File: src/rtl/huff_bit_serializer.sv
// huff_bit_serializer
//
// Bit-serial output stage of the Huffman encoder. Takes one right-justified
// variable-length codeword plus its length, then shifts it out MSB-first, one
// bit per serial handshake. An internal bit counter rolls over at the codeword
// length, which marks the end of the word and frees the block for the next one.
//
// Ports:
//   clk           system clock, all logic on the rising edge
//   rst           synchronous active-high reset, aborts any word in flight
//   code_valid    upstream presents a codeword on code_bits/code_len
//   code_ready    block can accept a codeword this cycle (IDLE and not in reset)
//   code_bits     right-justified codeword, bit code_len-1 goes out first
//   code_len      codeword length, legal range 1..MAX_LEN
//   serial_out    current output bit
//   serial_valid  serial_out is valid
//   serial_ready  downstream takes serial_out this cycle
//   bit_count     bits of the current codeword already transferred
//   done_pulse    one-cycle pulse after the last bit of a codeword transfers
//   len_err       one-cycle pulse after an illegal-length word was discarded

module huff_bit_serializer #(
    parameter int MAX_LEN = 16,
    parameter int LEN_W   = 5
) (
    input  logic               clk,
    input  logic               rst,
    input  logic               code_valid,
    output logic               code_ready,
    input  logic [MAX_LEN-1:0] code_bits,
    input  logic [LEN_W-1:0]   code_len,
    output logic               serial_out,
    output logic               serial_valid,
    input  logic               serial_ready,
    output logic [LEN_W-1:0]   bit_count,
    output logic               done_pulse,
    output logic               len_err
);

    typedef enum logic {
        IDLE,
        SHIFT
    } state_t;

    localparam logic [LEN_W-1:0]   MAX_LEN_L = LEN_W'(MAX_LEN);
    localparam logic [LEN_W-1:0]   ONE_L     = LEN_W'(1);
    localparam logic [MAX_LEN-1:0] BIT0_L    = MAX_LEN'(1);

    state_t             state;
    logic [MAX_LEN-1:0] shift_reg;
    logic [LEN_W-1:0]   len_reg;

    logic accept;
    logic len_ok;
    logic transfer;
    logic last_bit;
    logic first_bit;
    logic next_bit;

    assign code_ready = (state == IDLE) && !rst;
    assign accept     = code_valid && code_ready;
    assign len_ok     = (code_len != '0) && (code_len <= MAX_LEN_L);
    assign transfer   = serial_valid && serial_ready;
    assign last_bit   = (bit_count == (len_reg - ONE_L));

    // Bit selection is done with a one-hot mask rather than a variable part
    // select, so an out-of-range length can never produce an out-of-range index.
    // next_bit is only consumed when the current bit is not the last one, so
    // len_reg-1-(bit_count+1) is always within 0..len_reg-2 when it matters.
    assign first_bit = |(code_bits & (BIT0_L << (code_len - ONE_L)));
    assign next_bit  = |(shift_reg & (BIT0_L << (len_reg - ONE_L - (bit_count + ONE_L))));

    // Single-process FSM. serial_out and serial_valid are registered and are
    // preloaded with the next bit, so they hold naturally under backpressure.
    always_ff @(posedge clk) begin
        if (rst) begin
            state        <= IDLE;
            shift_reg    <= '0;
            len_reg      <= '0;
            bit_count    <= '0;
            serial_out   <= 1'b0;
            serial_valid <= 1'b0;
            done_pulse   <= 1'b0;
            len_err      <= 1'b0;
        end else begin
            done_pulse <= 1'b0;
            len_err    <= 1'b0;
            case (state)
                IDLE: begin
                    if (accept) begin
                        if (len_ok) begin
                            shift_reg    <= code_bits;
                            len_reg      <= code_len;
                            bit_count    <= '0;
                            serial_out   <= first_bit;
                            serial_valid <= 1'b1;
                            state        <= SHIFT;
                        end else begin
                            len_err <= 1'b1;
                        end
                    end
                end
                SHIFT: begin
                    if (transfer) begin
                        if (last_bit) begin
                            bit_count    <= '0;
                            serial_out   <= 1'b0;
                            serial_valid <= 1'b0;
                            done_pulse   <= 1'b1;
                            state        <= IDLE;
                        end else begin
                            bit_count  <= bit_count + ONE_L;
                            serial_out <= next_bit;
                        end
                    end
                end
                default: begin
                    state <= IDLE;
                end
            endcase
        end
    end

endmodule

File: config.mk
export PLATFORM = sky130hd
export DESIGN_NAME = huff_bit_serializer
export DESIGN_NICKNAME = d
export VERILOG_FILES = /design/src/rtl/huff_bit_serializer.sv
export SDC_FILE = /design/constraint.sdc
export NUM_CORES = 1
export LEC_CHECK = 0
export ABC_AREA = 0
export CORE_AREA = 10 10 84 86
export DETAILED_ROUTE_END_ITERATION = 6
export DIE_AREA = 0 0 94 96
export GPL_TIMING_DRIVEN = 0
export PLACE_DENSITY = 0.64
export REMOVE_ABC_BUFFERS = 1
export SYNTH_ARGS = -nofsm -noshare
export SYNTH_HDL_FRONTEND = slang
export SYNTH_SLANG_ARGS = --single-unit
File: constraint.sdc
create_clock -name clk -period 3.4 [get_ports clk]
set_input_delay 0.51 -clock clk [delete_from_list [all_inputs] [get_ports clk]]
set_output_delay 0.51 -clock clk [all_outputs]
set_load 0.01 [all_outputs]
## After elaboration in Yosys (flattened, before gate mapping)

Cells that the tools add are included.

- Input bits: 25
- Word-level logic and storage cells: 60
- Register bits: 31
- Output and inout port bits: 10

- Bitwise operators: 5
- Shifts and indexed selects: 2
- Magnitude comparators: 1
- Equal/unequal tests: 5
- Mux-type cells: 22
- Add/sub/neg operators: 4
- Reduce and logical (&&, ||, !) cells: 13

Operators by type and width:

| kind | number |
|---|---|
| 16-bit AND | 2 |
| 16-bit OR reduction | 2 |
| 1-bit by 5-bit << shifter with 16-bit output (first input constant) | 2 |
| 5-bit two-way mux | 4 |
| 1-bit two-way mux | 14 |
| 5-bit one-hot mux with 2 select lines | 1 |
| 5-bit by 1-bit subtractor with 5-bit output (second input constant) | 2 |
| 1-bit one-hot mux with 2 select lines | 3 |
| 3-bit AND reduction | 2 |
| 3-bit OR reduction | 2 |
| 5-bit by 1-bit adder with 5-bit output (second input constant) | 1 |
| 5-bit == test | 1 |
| 5-bit less-or-equal comparator (second input constant) | 1 |
| 5-bit nonzero test | 1 |
| 5-bit subtractor | 1 |
| 1-bit logical AND | 4 |
| 2-bit by 1-bit != test with 1-bit output (second input constant) | 2 |
| 2-bit != test (second input constant) | 2 |
| 4-bit AND reduction | 1 |
| 1-bit NOT | 3 |
| 1-bit logical NOT | 1 |

## Logic depth before layout (Yosys ltp)

- Depth in word-level cells: 8
- Mapped depth: 11
- Depth with buffers taken out: 10

## Worst setup path before layout

Ideal clock, no wire load.

- Path type: register -> register
- From: register len_reg[0]
- To: register serial_out
- Library setup time: 0.125 ns
- Path buffers: 1
- Stages on the path, launching flop included: 10
- Data required time: 3.275 ns
- Slack: 0.732 ns
- Data arrival time: 2.543 ns
- Period minus slack after synthesis: 2.668 ns
- Cells stage by stage: dfxtp_1 -> inv_1 -> ha_1 -> inv_1 -> fa_1 -> buf_1 -> mux4_2 -> mux2_2 -> a22oi_1 -> o21ai_0

- Word-level cells in the longest chain between the ends: 8
- Elaborated cells on any way between the ends: 9
- Classes of those cells: add/sub: 2; eq/ne: 1; shift: 1; mux: 3; bitwise: 1; reduce/logical: 1

RTL lines:

| item | RTL line | text |
|---|---|---|
| from (decl) | 51 | `logic [LEN_W-1:0] len_reg;` |
| from (signal assigned) | 93 | `len_reg <= code_len;` |
| 5-bit by 1-bit subtractor with 5-bit output (*) | 64, 71 |  |
| 5-bit subtractor | 71 | `assign next_bit = \|(shift_reg & (BIT0_L << (len_reg - ONE_L - (bit_count + ONE_L))));` |
| 1-bit by 5-bit << shifter with 16-bit output | 71 |  |
| 16-bit AND | 71 |  |
| 16-bit OR reduction | 71 |  |
| 1-bit two-way mux (*) | 105 | `if (last_bit) begin` |
| 1-bit two-way mux (*) | 104 | `if (transfer) begin` |
| 1-bit one-hot mux with 2 select lines (*) | 88 | `case (state)` |
| to (signal assigned) | 95 | `serial_out <= first_bit;` |
| to (signal assigned) | 113 | `serial_out <= next_bit;` |
| to (decl) | 32 | `output logic serial_out,` |

Mark *: on every way between the ends. The rest lies on a longest branch, timed or not. The select of a mux whose other input is x is not followed.
A chain may end at the register's enable or synchronous reset.

## Worst setup path in the final report

- From: input rst
- To: output code_ready

- Word-level cells in the longest chain between the ends: 2

RTL lines:

| item | RTL line | text |
|---|---|---|
| from (decl) | 27 | `input logic rst,` |
| 1-bit logical NOT | 60 | `assign code_ready = (state == IDLE) && !rst;` |
| 1-bit logical AND | 60 |  |
| to (decl) | 29 | `output logic code_ready,` |

No other way between the ends.

==> results.json <==
{
  "path_max_fanout": 32,
  "fillers": 556,
  "cp_slowest_cell": "clkdlybuf4s50_1",
  "layout-drive-gt1-share_pct": 7.84,
  "wl_per_cell_um": 13.4,
  "grt_pass1_vias": 1545,
  "vias": 1609,
  "cts_buffers": 5,
  "crit_top_cell": "clkdlybuf4s50_1",
  "ant_nets": 0,
  "ys_seq_area_share_pct": 33.7,
  "yosysWarnings": 0,
  "antenna_found_initial": 0,
  "rr_startpoint": "len_reg[0]",
  "grtUsageMet3_pct": 3.35,
  "drc": 0,
  "synth_flop_cell": "dfxtp_1",
  "cts_root_buffer": "clkbuf_8",
  "use_met2_pct": 15.4,
  "status": "finished clean",
  "cp_cell_sequence": "clkdlybuf4s50_1 > nor2_1 > clkdlybuf4s50_1",
  "clock-sinks": 31,
  "power_uw": 909,
  "port_buffers": 34,
  "multi_input_area_um2": 1130,
  "synth_edf_count": 0,
  "core-area_um2": 5410,
  "initial_core_util_pct": 34.0,
  "worstPathArrival_ns": 2.62,
  "final_area_um2": 2330,
  "max-slew-margin-rel_pct": 18.1,
  "crit_family": "buffers and inverters",
  "rsz0062_at_grt": "no",
  "avgViaCountPerCell": 4.92,
  "cts_max_path_buffers": 2,
  "setup_viol": 0,
  "largest_reg_flops": 16,
  "die-area_um2": 9020,
  "cp-end-kind": "output port",
  "ctsHtreeMaxLevel": 2,
  "critPathRequiredTime_ns": 2.89,
  "hpwl_mm": 3.23,
  "dpl_cell_area_um2": 2210,
  "fin_setup_tns_ns": 0,
  "critPathMaxStageDelay_ns": 1.03,
  "period_share_pct": 92.1,
  "grt_pass1_wl_mm": 7.45,
  "clkSlewWorstSetupHoldPaths_ns": 0.07,
  "critical_path_buf_inv_count": 2,
  "routed_wl_mm": 4.39,
  "syn_to_final_growth_pct": 26.7,
  "fmax_mhz": 319,
  "synthCells": 226,
  "timing.final.hold_violations": 0,
  "drt-initial-drc-count": 79,
  "grt_use_total_pct": 10.4,
  "fin_skew_ns": 0.00758,
  "avgSynthCellArea_um2": 8.14,
  "io_pins": 35,
  "startpoint_type": "input port",
  "maxSlewViolCount": 0,
  "globalplace.congestion": 0.774,
  "grt_max_degree": 33,
  "critPathKind": "in -> out",
  "p_leak_nw": 0.818,
  "fp-row-count": 27,
  "overflow": 0,
  "seq_area_um2": 621,
  "nets": 286,
  "busiest_layer": "met2",
  "die_h_um": 96,
  "diodes": 0,
  "synth_cell_types": 44,
  "drv_cap": 0,
  "cts_setup_buffers": 0,
  "tightest_slew_ns": 1.23,
  "cts_tree": "yes",
  "p_per_area_nw_per_um2": 390,
  "async_reset_ff_share_pct": 0,
  "vdd_ir_drop_max_v": 0.000185,
  "synthesis.area_um2": 1840,
  "firstDrtPassIters": 4,
  "met1_usage_pct": 13.4,
  "die_w_um": 94,
  "fin_crit_ns": 3.13,
  "ys_ff_latch": 31,
  "clk-insertion-delay-late_ns": 0.30,
  "worstHoldStart": "shift_reg[12]",
  "crit_start": "rst",
  "hp-class": "reg -> reg"
}
synthesized netlist by cell type, types with 3 or more instances:
cell | count | area share [%]
nand3_1 | 5 | 1.4
nand2_1 | 50 | 10
a21oi_1 | 31 | 8.4
mux2i_1 | 3 | 1.6
mux2_2 | 3 | 1.8
xor2_1 | 8 | 3.8
xnor2_1 | 8 | 3.8
a22oi_1 | 3 | 1.2
mux4_2 | 3 | 3.7
a21o_1 | 3 | 1.2
inv_1 | 9 | 1.8
dfxtp_1 | 31 | 34
o21ai_0 | 9 | 2.4
ha_1 | 6 | 4.1
clkbuf_1 | 8 | 1.6
and3_1 | 3 | 1.0
nand3b_1 | 3 | 1.2
nor2_1 | 7 | 1.4
tightest hold or removal path, delay by kind of cell, from the launching register on:
| kind | cells | cell delay [ns] |
|---|---|---|
| AO/OA/AOI/OAI | 1 | 0.05 |
| flip-flops | 1 | 0.31 |
| AND/OR/NAND/NOR | 1 | 0.05 |
stage by stage:
step	utilization, %	worst slack, ns	hold slack, ns	std cells
floorplan	-	0.833	0.426	213
global placement	40.9	-0.303	0.441	319
detailed placement	40.9	-0.310	0.446	319
CTS	43.1	0.272	0.456	327
global route	43.1	0.0394	0.480	327
finish	43.1	0.267	0.454	327
where the power goes:
group	leakage, nW	total [mW]	switching, mW	internal, mW
combinational	0.508	0.156	0.0768	0.0787
sequential	0.252	0.382	0.00763	0.375
clock	0.0581	0.371	0.153	0.218
per-layer routing:
metal	wire length [um]	part of all wire, %
met1	2150	49
met2	1890	43
met3	282	6.4
met4	76	1.7
met5	0	0
logic make-up after synthesis:
group           after synthesis  share of synthesized area (%)
compound gates               53                           16.3
xor+xnor                     18                           10.1
fa+ha+maj                     7                           5.17
buf+inv                      22                           4.97
flops                        31                           33.7
mux                           9                           7.14
simple gates                 86                           22.7
final cells by class:
cell class | count | share of cell area (%)
tap | 72 | 3.87
multi-input combinational | 173 | 48.6
inverter | 9 | 1.45
sequential | 31 | 26.6
timing repair buffer | 34 | 14.6
clock buffer | 5 | 2.95
clock inverter | 3 | 1.88
path summary, 6_finish.rpt:
path	to	slack [ns]	cells past startpoint
max	code_ready	0.27	3
min	shift_reg[12]	0.45	2
max reg2reg	serial_out	0.61	8
min reg2reg	shift_reg[12]	0.45	2
cell usage in the layout (no fill, tap or decap), types with 4 or more instances in the layout:
cell type        Yosys  routed
clkdlybuf4s50_1      0      34
clkbuf_8             0       5
nand2_1             50      50
inv_1                9       9
xnor2_1              8       8
xor2_1               8       8
o21ai_0              9       9
dfxtp_1             31      31
nand3_1              5       4
ha_1                 6       6
nor2_1               7       7
a21oi_1             31      31
repair_timing:
item	in CTS	in global routing
setup endpoints to repair	1	0
hold buffers	0	0
gates resized for setup	1	0
Power figures use the tool's default switching activity.
